### src/rtl/memory_arbiter_pkg.sv
// Shared encodings for the instruction/data cache memory arbiter:
// FSM states, memory op codes and requester identities.
package memory_arbiter_pkg;

  typedef enum logic [1:0] {
    IDLE  = 2'b00,
    ISSUE = 2'b01,
    WAIT  = 2'b10,
    DONE  = 2'b11
  } arb_state_t;

  typedef enum logic {
    OP_READ  = 1'b0,
    OP_WRITE = 1'b1
  } mem_op_t;

  typedef enum logic {
    PORT_IC = 1'b0,
    PORT_DC = 1'b1
  } port_t;

endpackage

### src/rtl/memory_arbiter_rr.sv
// Two-way round-robin grant selection between the instruction and data caches.
// The last-grant pointer advances only when the owner accepts the grant.
module round_robin_arbiter_2
  import memory_arbiter_pkg::*;
(
  input  logic  clk,
  input  logic  reset,
  input  logic  ic_req,
  input  logic  dc_req,
  input  logic  accept,
  output logic  grant_valid,
  output port_t grant
);

  port_t last_grant;

  always_comb begin
    // NOTE: every output gets a default first, so no path through this block infers a latch.
    grant_valid = ic_req | dc_req;
    grant       = PORT_IC;
    if (ic_req && dc_req) begin
      grant = (last_grant == PORT_IC) ? PORT_DC : PORT_IC;
    end else if (dc_req) begin
      grant = PORT_DC;
    end
  end

  // Pointing at the instruction cache out of reset lets the data cache win the first contest.
  always_ff @(posedge clk) begin
    if (reset) begin
      last_grant <= PORT_IC;
    end else if (accept && grant_valid) begin
      last_grant <= grant;
    end
  end

endmodule

### src/rtl/memory_arbiter.sv
// Arbitrates one shared line-wide memory port between a read-only instruction
// cache and a read/write data cache, with a per-operation watchdog.
module memory_arbiter
  import memory_arbiter_pkg::*;
#(
  parameter int ADDRESS_SIZE    = 12,
  parameter int CACHE_LINE_SIZE = 128,
  parameter int TIMEOUT_CYCLES  = 64
) (
  input  logic                       clk,
  input  logic                       reset,
  input  logic                       ic_req,
  input  logic [ADDRESS_SIZE-1:0]    ic_address,
  output logic [CACHE_LINE_SIZE-1:0] ic_data_out,
  output logic                       ic_ready,
  input  logic                       dc_req,
  input  logic                       dc_op,
  input  logic [ADDRESS_SIZE-1:0]    dc_address,
  input  logic [CACHE_LINE_SIZE-1:0] dc_data_in,
  output logic [CACHE_LINE_SIZE-1:0] dc_data_out,
  output logic                       dc_ready,
  output logic                       mem_enable,
  output logic                       mem_op,
  output logic [ADDRESS_SIZE-1:0]    mem_address,
  output logic [CACHE_LINE_SIZE-1:0] mem_data_in,
  output logic                       mem_op_init,
  output logic                       mem_op_done,
  input  logic [CACHE_LINE_SIZE-1:0] mem_data_out,
  input  logic                       mem_data_ready,
  output logic                       busy,
  output logic                       timeout_error
);

  localparam int WD_W = (TIMEOUT_CYCLES > 1) ? $clog2(TIMEOUT_CYCLES) : 1;
  localparam logic [WD_W-1:0] WD_LAST = WD_W'(TIMEOUT_CYCLES - 1);

  arb_state_t      state;
  port_t           granted;
  logic [WD_W-1:0] wd_count;
  logic            grant_valid;
  port_t           grant;

  round_robin_arbiter_2 u_rr (
    .clk         (clk),
    .reset       (reset),
    .ic_req      (ic_req),
    .dc_req      (dc_req),
    .accept      (state == IDLE),
    .grant_valid (grant_valid),
    .grant       (grant)
  );

  // NOTE: sequential state uses non-blocking assignments only, so every register samples pre-edge values.
  always_ff @(posedge clk) begin
    if (reset) begin
      state         <= IDLE;
      granted       <= PORT_IC;
      wd_count      <= '0;
      ic_data_out   <= '0;
      ic_ready      <= 1'b0;
      dc_data_out   <= '0;
      dc_ready      <= 1'b0;
      mem_enable    <= 1'b0;
      mem_op        <= OP_READ;
      mem_address   <= '0;
      mem_data_in   <= '0;
      mem_op_init   <= 1'b0;
      mem_op_done   <= 1'b0;
      busy          <= 1'b0;
      timeout_error <= 1'b0;
    end else begin
      // Pulse outputs fall back to zero unless this edge raises them.
      ic_ready      <= 1'b0;
      dc_ready      <= 1'b0;
      timeout_error <= 1'b0;

      case (state)
        IDLE: begin
          if (grant_valid) begin
            granted     <= grant;
            state       <= ISSUE;
            busy        <= 1'b1;
            mem_enable  <= 1'b1;
            mem_op_init <= 1'b1;
            if (grant == PORT_DC) begin
              mem_address <= dc_address;
              mem_op      <= dc_op;
              mem_data_in <= dc_data_in;
            end else begin
              mem_address <= ic_address;
              mem_op      <= OP_READ;
              mem_data_in <= '0;
            end
          end
        end

        ISSUE: begin
          state    <= WAIT;
          wd_count <= '0;
        end

        WAIT: begin
          if (mem_data_ready) begin
            if (mem_op == OP_READ) begin
              if (granted == PORT_DC) dc_data_out <= mem_data_out;
              else                    ic_data_out <= mem_data_out;
            end
            if (granted == PORT_DC) dc_ready <= 1'b1;
            else                    ic_ready <= 1'b1;
            mem_enable  <= 1'b0;
            mem_op_init <= 1'b0;
            mem_op_done <= 1'b1;
            state       <= DONE;
          end else if (wd_count == WD_LAST) begin
            timeout_error <= 1'b1;
            mem_enable    <= 1'b0;
            mem_op_init   <= 1'b0;
            mem_op_done   <= 1'b1;
            state         <= DONE;
          end else begin
            wd_count <= wd_count + 1'b1;
          end
        end

        DONE: begin
          // Wait for memory to release its ready so one response is never counted twice.
          mem_op_done <= 1'b0;
          if (!mem_data_ready) begin
            state <= IDLE;
            busy  <= 1'b0;
          end
        end

        default: begin
          state <= IDLE;
          busy  <= 1'b0;
        end
      endcase
    end
  end

endmodule

### config.mk
export PLATFORM = sky130hd
export DESIGN_NAME = memory_arbiter
export DESIGN_NICKNAME = d
export VERILOG_FILES = /design/src/rtl/memory_arbiter_pkg.sv /design/src/rtl/memory_arbiter_rr.sv /design/src/rtl/memory_arbiter.sv
export SDC_FILE = /design/constraint.sdc
export NUM_CORES = 1
export LEC_CHECK = 0
export BUFFER_PORTS_ARGS = -buffer_cell sky130_fd_sc_hd__clkbuf_2
export CAP_MARGIN = 20
export CORE_AREA = 2 2 269 271
export DETAILED_ROUTE_END_ITERATION = 16
export DIE_AREA = 0 0 271 273
export GPL_ROUTABILITY_DRIVEN = 0
export MAX_ROUTING_LAYER = met4
export PLACE_DENSITY_LB_ADDON = 0.05
export SLEW_MARGIN = 30
export SYNTH_ARGS = -nofsm -noshare
export SYNTH_HDL_FRONTEND = slang
export SYNTH_SLANG_ARGS = --single-unit
export TNS_END_PERCENT = 50
### constraint.sdc
create_clock -name clk -period 1.65 [get_ports clk]
set_clock_uncertainty 0.1 [all_clocks]
set_input_delay 0.165 -clock clk [delete_from_list [all_inputs] [get_ports clk]]
set_output_delay 0.165 -clock clk [all_outputs]
set_load 0.01 [all_outputs]
Word level (Yosys, flattened, before mapping)
Index checks and enable logic that the tools add are counted.
{"block": "word_totals", "out_inout_bits": 404, "ff_bits": 413, "word_cells": 73}
{"block": "classes", "n_eq_ne": 9, "bitwise": 5, "muxes": 26, "reduce_logical": 17, "n_addsub": 1}
{"operator": "128-bit two-way mux", "n": 1}
{"operator": "1-bit two-way mux", "n": 13}
{"operator": "12-bit two-way mux", "n": 1}
{"operator": "6-bit two-way mux", "n": 2}
{"operator": "6-bit case mux with 2 select lines", "n": 1}
{"operator": "3-bit AND reduction", "n": 4}
{"operator": "2-bit two-way mux", "n": 4}
{"operator": "2-bit != test (second input constant)", "n": 4}
{"operator": "2-bit case mux with 4 select lines", "n": 1}
{"operator": "4-bit AND reduction", "n": 2}
{"operator": "2-bit nonzero test", "n": 4}
{"operator": "6-bit by 1-bit adder with 6-bit output (second input constant)", "n": 1}
{"operator": "6-bit equality test (second input constant)", "n": 1}
{"operator": "1-bit case mux with 2 select lines", "n": 3}
{"operator": "3-bit OR reduction", "n": 2}
{"operator": "2-bit equality test (second input constant)", "n": 2}
{"operator": "1-bit NOT", "n": 4}
{"operator": "2-bit AND reduction", "n": 2}
{"operator": "3-bit != test (second input constant)", "n": 1}
{"operator": "2-bit by 1-bit equality test with 1-bit output (second input constant)", "n": 1}
{"operator": "1-bit logical AND", "n": 2}
{"operator": "2-bit logical NOT", "n": 1}
{"operator": "1-bit bitwise OR", "n": 1}

Depth between registers and ports, before layout
Gate-level depths: netlist of the first run.
{"block": "logic_depth", "word_depth": 4, "ltp_mapped": 8, "ltp_nobuf": 6}

Hierarchy
Synthesis of the first run repeated with hierarchy kept, for this count alone.
{"block": "unflattened", "cells_unflattened": 1833, "area_unflattened_um2": 14736.6}
{"module": "memory_arbiter", "seq_area_each_um2": 8247.9, "area_per_inst_um2": 14676.6, "cells_per_inst": 1827, "instances": 1}
{"module": "round_robin_arbiter_2", "seq_area_each_um2": 20.0, "area_per_inst_um2": 60.1, "cells_per_inst": 6, "instances": 1}

Least setup slack after synthesis of the first run
Ideal clock, no wire load.
{"block": "synth_path", "path_kind": "register to register", "startpoint": "register state[0]", "endpoint": "register wd_count[0]", "t_required_ns": 1.485, "arrival_time_ns": 1.599, "setup_ns": 0.065, "stages_incl_launch_ff": 7, "slack_ns": -0.114, "period_less_slack_ns": 1.764, "path_buffers": 0, "path_cell_list": "dfxtp_1 > inv_1 > ha_1 > nand2b_1 > a21oi_1 > mux2_2 > nor2_1"}
{"block": "synth_via", "elab_chain_cells": 3, "word_cells_on_any_way": 7, "cone_classes": "eq/ne (4); mux (1); reduce/logical (2)"}
{"item": "start, declared", "line": "memory_arbiter.sv:37", "rtl": "arb_state_t state;"}
{"item": "start signal, assigned", "line": "memory_arbiter.sv:56", "rtl": "state <= IDLE;"}
{"item": "start signal, assigned", "line": "memory_arbiter.sv:81", "rtl": "state <= ISSUE;"}
{"item": "start signal, assigned", "line": "memory_arbiter.sv:98", "rtl": "state <= WAIT;"}
{"item": "2-bit equality test or 2-bit by 1-bit equality test with 1-bit output (tied branches)", "line": "memory_arbiter.sv:77", "rtl": "case (state)"}
{"item": "2-bit != test (no source line) or 2-bit nonzero test (tied branches)"}
{"item": "3-bit AND reduction (no source line)"}
{"item": "end signal, assigned", "line": "memory_arbiter.sv:121", "rtl": "wd_count <= wd_count + 1'b1;"}
{"item": "end, declared", "line": "memory_arbiter.sv:39", "rtl": "logic [WD_W-1:0] wd_count;"}
Several ways; a longest one is shown, not always the timed one.
A chain may end at the register's enable or synchronous reset.

Worst setup path after layout of the first run
{"block": "layout_path", "startpoint": "register state[0]", "endpoint": "register ic_data_out[114]"}
{"block": "layout_via", "elab_chain_cells": 2}
{"item": "2-bit equality test", "line": "memory_arbiter.sv:77"}
{"item": "4-bit AND reduction (no source line)"}
{"item": "end signal, assigned", "line": "memory_arbiter.sv:106", "rtl": "else ic_data_out <= mem_data_out;"}
{"item": "end, declared", "line": "memory_arbiter.sv:14", "rtl": "output logic [CACHE_LINE_SIZE-1:0] ic_data_out,"}
No other way between the ends.

==> metrics, run 1 <==
status=finished, violations left; violations in the final reports=negative setup slack; CTS buffer count=51; Ys Warns=0; port buffer count=689; max_cap viols=0; Detailed Route Iter0 Violations=643; register area share after synthesis=0.5738; PnR worst setup slack=-11.62 ps; Non-Filler Instances=3,661; area leader, netlist=dfxtp_1; initial antenna violation count=4; Filler cells=7,538; Net Switching=9.356 mW; final core occ=0.3475; first-pass GRT wire length=94,320 microns; CP Data Arrival Time=2020 ps; Synth Flop Type=dfxtp_1; most common cell in the synthesized netlist=nand2_1; critical path class=reg2reg; period utilization=1.007; FFs w/ async S/R, synth=0; GRT overflow=0; post-DP HPWL=45,610 microns; hold wc startpoint=dc_req; Comb pwr share=0.245; Critical Path Start=state[0]$_SDFFE_PP0P_; PD cells=1240 nW/um^2; Post-synth EDFFs=0; Die X=271 microns; row count=98; final hold vios=0; pin count of the biggest net entering global routing=92; Slew headroom=0.6977; synthesized cell area=14,370 sq um; Initial Utilization=0.2025; Ports=690; Reg clk slew, reported paths=60 ps; DRC errors left=0; top cell type's share of synthesized area=0.5738; worst vdd ir=0.7419 mV; CP endpoint kind=flip-flop; Synth area leaders=dfxtp_1, nand2_1, a21oi_1; Skew-Pair Late Insertion Delay=580 ps; Wirelength per Cell=17.70 microns; Area Growth Syn to Fin=71.64%; via count=15,452; final wirelength=64,800 microns; leakage=10.64 nW; Tot Pwr=30.60 mW; CTS root buffer=clkbuf_16; Max Fanout on Critical Path=70; vias in the first global route=15,422; layout cell share with drive strength beyond 1=0.3561; die area=73,980 sq um; Post-DRT Antenna Nets=0; Slew Limit Fails=0; die height=273 microns; clk buf depth=3; synth unique cells=40; CTS tree=yes; Startpoint Class=flip-flop; Mean Syn Cell Area=8.525 sq um; Hold Crit Class=in2reg; RSZ-0062 raised after global routing=true; sw frac=0.3057; H-tree depth=2; core area=71,000 sq um; fmax=601.8 MHz; endpoints failing setup=5; instance count of the mapped netlist=1,686; drt via density=4.221; Syn Nets=1,978; # placed instances=3,268; 1st-pass router iterations=5; Seq. cell area=8253 sq um; worst slew pin tran=453.5 ps; Tot GR Track Use=0.1684; Tmin final=1662 ps; Clock Power Share=0.378; Data required, critical path=2010 ps; number of synthesized register bits=412; Post-synth top cells=nand2_1, dfxtp_1, a21oi_1, nor2_1, a22oi_1; area of the multi-input gates=5827 sq um; RR Startpoint=state[0]$_SDFFE_PP0P_; NumNets Final=2,962; internal cell power=21.24 mW; count of clock tree sinks=412; Flop pwr share=0.377
==> per-stage QoR <==
stage | hold slack [ps] | setup TNS [ps] | cell area [sq um] | worst slack, ps
6_report | 91.08 | -20.66 | 24670 | -11.62
5_1_grt | 129.7 | -19450 | 24670 | -122.2
4_1_cts | 49.08 | -4796 | 24030 | -67.34
3_5_place_dp | 307.6 | -14000 | 19340 | -100.2
3_3_place_gp | 301.1 | -8224 | 19340 | -68.18
2_1_floorplan | 201.0 | -809.4 | 14390 | -8.185
==> state kept, by name (all words and copies together) (netlist names), 2 cells and up <==
name and cells:
state 2, mem_data_in 128, dc_data_out 128, mem_address 12, wd_count 6, ic_data_out 128
==> cell families after synthesis <==
group                    after synthesis  synth area share
buffers and inverters                143           0.05258
multiplexers                          13          0.009140
flip-flops                           412            0.5738
AO/OA/AOI/OAI                        420            0.1734
XOR/XNOR                               1         0.0006094
adder cells (fa/ha/maj)                6          0.005223
AND/OR/NAND/NOR                      691            0.1852
==> cell type report <==
| type | count | area share |
|---|---|---|
| antenna | 4 | 0.0004057 |
| tap | 950 | 0.04818 |
| clock buffer | 80 | 0.06314 |
| inverter | 7 | 0.001166 |
| clock inverter | 10 | 0.006492 |
| timing repair buffer | 1067 | 0.3099 |
| multi-input combinational | 1131 | 0.2362 |
| sequential | 412 | 0.3345 |
==> path summary, 6_finish.rpt <==
| kind | end | slack [ps] | cells past startpoint |
|---|---|---|---|
| setup / recovery | ic_data_out[114]$_SDFFE_PP0P_ | -10 | 7 |
| hold reg to reg | dc_data_out[96]$_SDFFE_PP0P_ | 350 | 2 |
| setup reg to reg | ic_data_out[114]$_SDFFE_PP0P_ | -10 | 7 |
| hold / removal | busy$_SDFFE_PP0P_ | 90 | 4 |
==> worst max-delay path, cell delays in order, from the launching register on <==
cell and delay [ps]:
dfxtp_2 330, inv_4 70, ha_4 150, nand2_4 70, or3_4 370, buf_12 230
nand2_1 120, a21oi_1 60
==> layout by cell type (no fill, tap or decap), types with 6 or more instances in the layout <==
cell	synthesis	final
buf_8	0	7
nand2_2	1	13
a21oi_1	264	213
clkbuf_1	55	14
a22oi_1	129	129
inv_1	7	6
nor2_1	147	147
a211oi_1	13	13
nand2_1	521	483
clkbuf_2	1	688
mux2i_1	12	12
clkbuf_16	0	59
buf_4	23	40
dlygate4sd3_1	0	283
a21oi_2	0	51
nand2_4	0	26
clkbuf_8	0	13
buf_12	0	34
buf_6	10	7
dfxtp_1	412	408
==> power groups by stage <==
stage,Sequential [mW],Clock (mW),Combinational [mW]
after floorplan,12.1,0,3.28
after global placement,11.7,0,6.69
after detailed placement,11.7,0,6.72
after CTS,11.5,12.0,7.38
after global routing,11.7,12.4,8.24
final,11.5,11.6,7.49
==> layer usage <==
layer	global-route usage	wire length, microns	up-vias
li1	-	-	7607
met1	0.1937	26420	7252
met2	0.2815	32110	480
met3	0.04534	4145	113
met4	0.05990	2118	0
met5	-	0	-
==> what timing repair did <==
action,4_1_cts,5_1_grt
gates resized for setup,17,134
hold endpoints to repair,409,0
gates cloned,2,8
hold buffers,283,0
setup endpoints to repair,333,369
pin swaps,4,50
setup buffers,5,4
Power figures use the tool's default switching activity.
==> run 2: changes to the inputs <==
--- a/config.mk
+++ b/config.mk
@@ -17,4 +17,3 @@
 export SYNTH_ARGS = -nofsm -noshare
 export SYNTH_HDL_FRONTEND = slang
 export SYNTH_SLANG_ARGS = --single-unit
-export TNS_END_PERCENT = 50
==> run 2 against run 1 <==
Against the previous run:
- highest routed layer unchanged
- the flow still finishes with violations (negative setup slack)
- hold slack improved by 1.7 ps
- total power about the same
- clock-buffer cell count unchanged
- core utilization about the same
- cell count unchanged
- largest power group unchanged
- global-route usage about the same
- routed wire length about the same
- sequential power about the same
- clock power about the same
- first-iteration DRC count decreased by 2.0%
- maximum frequency increased by 0.18%
==> metrics, run 2 (synthesis results as in run 1) <==
status=finished, violations left; violations in the final reports=negative setup slack; vias in the first global route=15,418 (-0.026%); port buffer count=689 (unchanged); Flop pwr share=0.377 (about the same); pin count of the biggest net entering global routing=92 (unchanged); CP Data Arrival Time=2020 ps (about the same); DRC errors left=0 (unchanged); initial antenna violation count=4 (unchanged); Initial Utilization=0.2025 (unchanged); Seq. cell area=8253 sq um (unchanged); CTS root buffer=clkbuf_16; Hold Crit Class=in2reg; Data required, critical path=2010 ps (about the same); commonest non-fill, non-tap cell in the layout=clkbuf_2; Ports=690 (unchanged); Max Fanout on Critical Path=70 (unchanged); fmax=602.9 MHz (+0.18%); Tmin final=1659 ps (-2.957 ps); clk buf depth=3 (unchanged); count of clock tree sinks=412 (unchanged); Slew headroom=0.6976 (about the same); period utilization=1.005 (-0.001792); post-DP HPWL=45,610 microns (unchanged); slowest cell on the critical path=or3_4; area of the multi-input gates=5822 sq um (about the same); die area=73,980 sq um (unchanged); internal cell power=21.24 mW (about the same); worst slew pin tran=453.5 ps (+0.07713 ps); row count=98 (unchanged); Reg clk slew, reported paths=60 ps (about the same); stages on the worst setup path=7 (unchanged); final core occ=0.3474 (about the same); R2R Path End=ic_data_out[114]$_SDFFE_PP0P_; PD cells=1240 nW/um^2 (about the same); Wirelength per Cell=17.69 microns (about the same); Hold WS=92.81 ps (+1.725 ps); Comb pwr share=0.245 (about the same); Slew Limit Fails=0 (unchanged); max_cap viols=0 (unchanged); hold depth=4 (unchanged); Tot GR Track Use=0.1685 (about the same); R2R cell count=7 (unchanged); 1st-pass router iterations=4 (-1); critical path cell sequence=inv_4, ha_4, nand2_4, or3_4, buf_12, nand2_1, a21oi_1; CTS buffer count=51 (unchanged); CP endpoint kind=flip-flop; worst vdd ir=0.7421 mV (about the same); die height=273 microns (unchanged); final wirelength=64,760 microns (about the same); Post-DRT Antenna Nets=0 (unchanged); Net Switching=9.342 mW (-0.15%); Clock Power Share=0.378 (about the same); largest registers=dc_data_out x128, ic_data_out x128, mem_data_in x128; Skew-Pair Late Insertion Delay=580 ps (about the same); Max stage delay on crit path=370 ps (about the same); Filler cells=7,539 (+0.013%); CTS tree=yes; H-tree depth=2 (unchanged); final hold vios=0 (unchanged); layout cell share with drive strength beyond 1=0.3561 (unchanged); via count=15,445 (-0.045%); sw frac=0.3054 (-0.0003076); leakage=10.63 nW (about the same); CP Capture Point=ic_data_out[114]$_SDFFE_PP0P_; Startpoint Class=flip-flop; RR Startpoint=state[0]$_SDFFE_PP0P_; most frequent cells in the layout=clkbuf_2, nand2_1, dfxtp_1, dlygate4sd3_1, a21oi_1; GRT overflow=0 (unchanged); first-pass GRT wire length=94,360 microns (about the same); Area Growth Syn to Fin=71.61% (about the same); drt via density=4.219 (about the same); flop2flop setup slack=-9 ps (about the same); PnR worst setup slack=-8.662 ps (+2.957 ps); endpoints failing setup=3 (-2); NumNets Final=2,962 (unchanged); Die X=271 microns (unchanged); critical path class=reg2reg; RSZ-0062 raised after global routing=true; CP bufs+invs=2 (unchanged); Critical Path Start=state[0]$_SDFFE_PP0P_; Detailed Route Iter0 Violations=630 (-2.0%); core area=71,000 sq um (unchanged); delay-heaviest family, CP=simple AND/OR/NAND/NOR gates
==> run 2: cell counts in the layout (fill, tap and decap cells not counted) <==
Identical to the previous run, type by type.
==> run 2: repair_timing <==
item                                    in CTS  in global routing
endpoints found under the hold margin      409                  0
resized for setup                           17                133
endpoints found under the setup margin     333                369
pin swaps                                    4                 48
hold buffers                               283                  0
cloned                                       2                  8
setup buffers                                5                  4
==> run 2: worst min path at each step <==
stage,endpoint,start
final,busy$_SDFFE_PP0P_,dc_req
after global routing,busy$_SDFFE_PP0P_,dc_req
after CTS,mem_data_in[10]$_SDFFE_PP0P_,ic_req
after detailed placement,mem_data_in[36]$_SDFFE_PP0P_,dc_data_in[36]
after global placement,mem_data_in[101]$_SDFFE_PP0P_,dc_data_in[101]
after floorplan,dc_data_out[0]$_SDFFE_PP0P_,mem_data_out[0]
==> run 2: tightest hold or removal path, cell delays in order <==
cell and delay (ps):
clkbuf_2 80, or2_1 250, o211ai_1 120, a21oi_1 120
==> run 2: power groups by stage <==
stage	Sequential, mW	Clock (mW)	Combinational (mW)
CTS	11.5	12.0	7.38
global route	11.7	12.4	8.24
floorplan	12.1	0	3.28
detailed placement	11.7	0	6.72
global placement	11.7	0	6.69
finish	11.5	11.6	7.49
==> run 2: layer usage <==
| metal | track usage | part of all wire | vias up |
|---|---|---|---|
| li1 | - | - | 7606 |
| met1 | 0.1939 | 0.41 | 7238 |
| met2 | 0.2815 | 0.50 | 488 |
| met3 | 0.04534 | 0.064 | 113 |
| met4 | 0.05990 | 0.033 | 0 |
| met5 | - | 0 | - |
==> run 2: cell type report <==
| type | instances | area share |
|---|---|---|
| timing repair buffer | 1067 | 0.3100 |
| antenna | 4 | 0.0004058 |
| clock buffer | 80 | 0.06315 |
| inverter | 7 | 0.001167 |
| sequential | 412 | 0.3346 |
| tap | 950 | 0.04819 |
| multi-input combinational | 1131 | 0.2360 |
| clock inverter | 10 | 0.006493 |
==> run 2: stage by stage <==
step / total power [mW] / std cells / cell area, sq um / setup slack, ps / TNS (ps)
4_1_cts: 30.94 / 3648 / 24030 / -67.34 / -4796
5_1_grt: 32.30 / 3661 / 24670 / -122.2 / -19430
2_1_floorplan: 15.39 / 1686 / 14390 / -8.185 / -809.4
3_5_place_dp: 18.43 / 3268 / 19340 / -100.2 / -14000
6_report: 30.58 / 3661 / 24670 / -8.662 / -18.48
3_3_place_gp: 18.41 / 3268 / 19340 / -68.18 / -8224
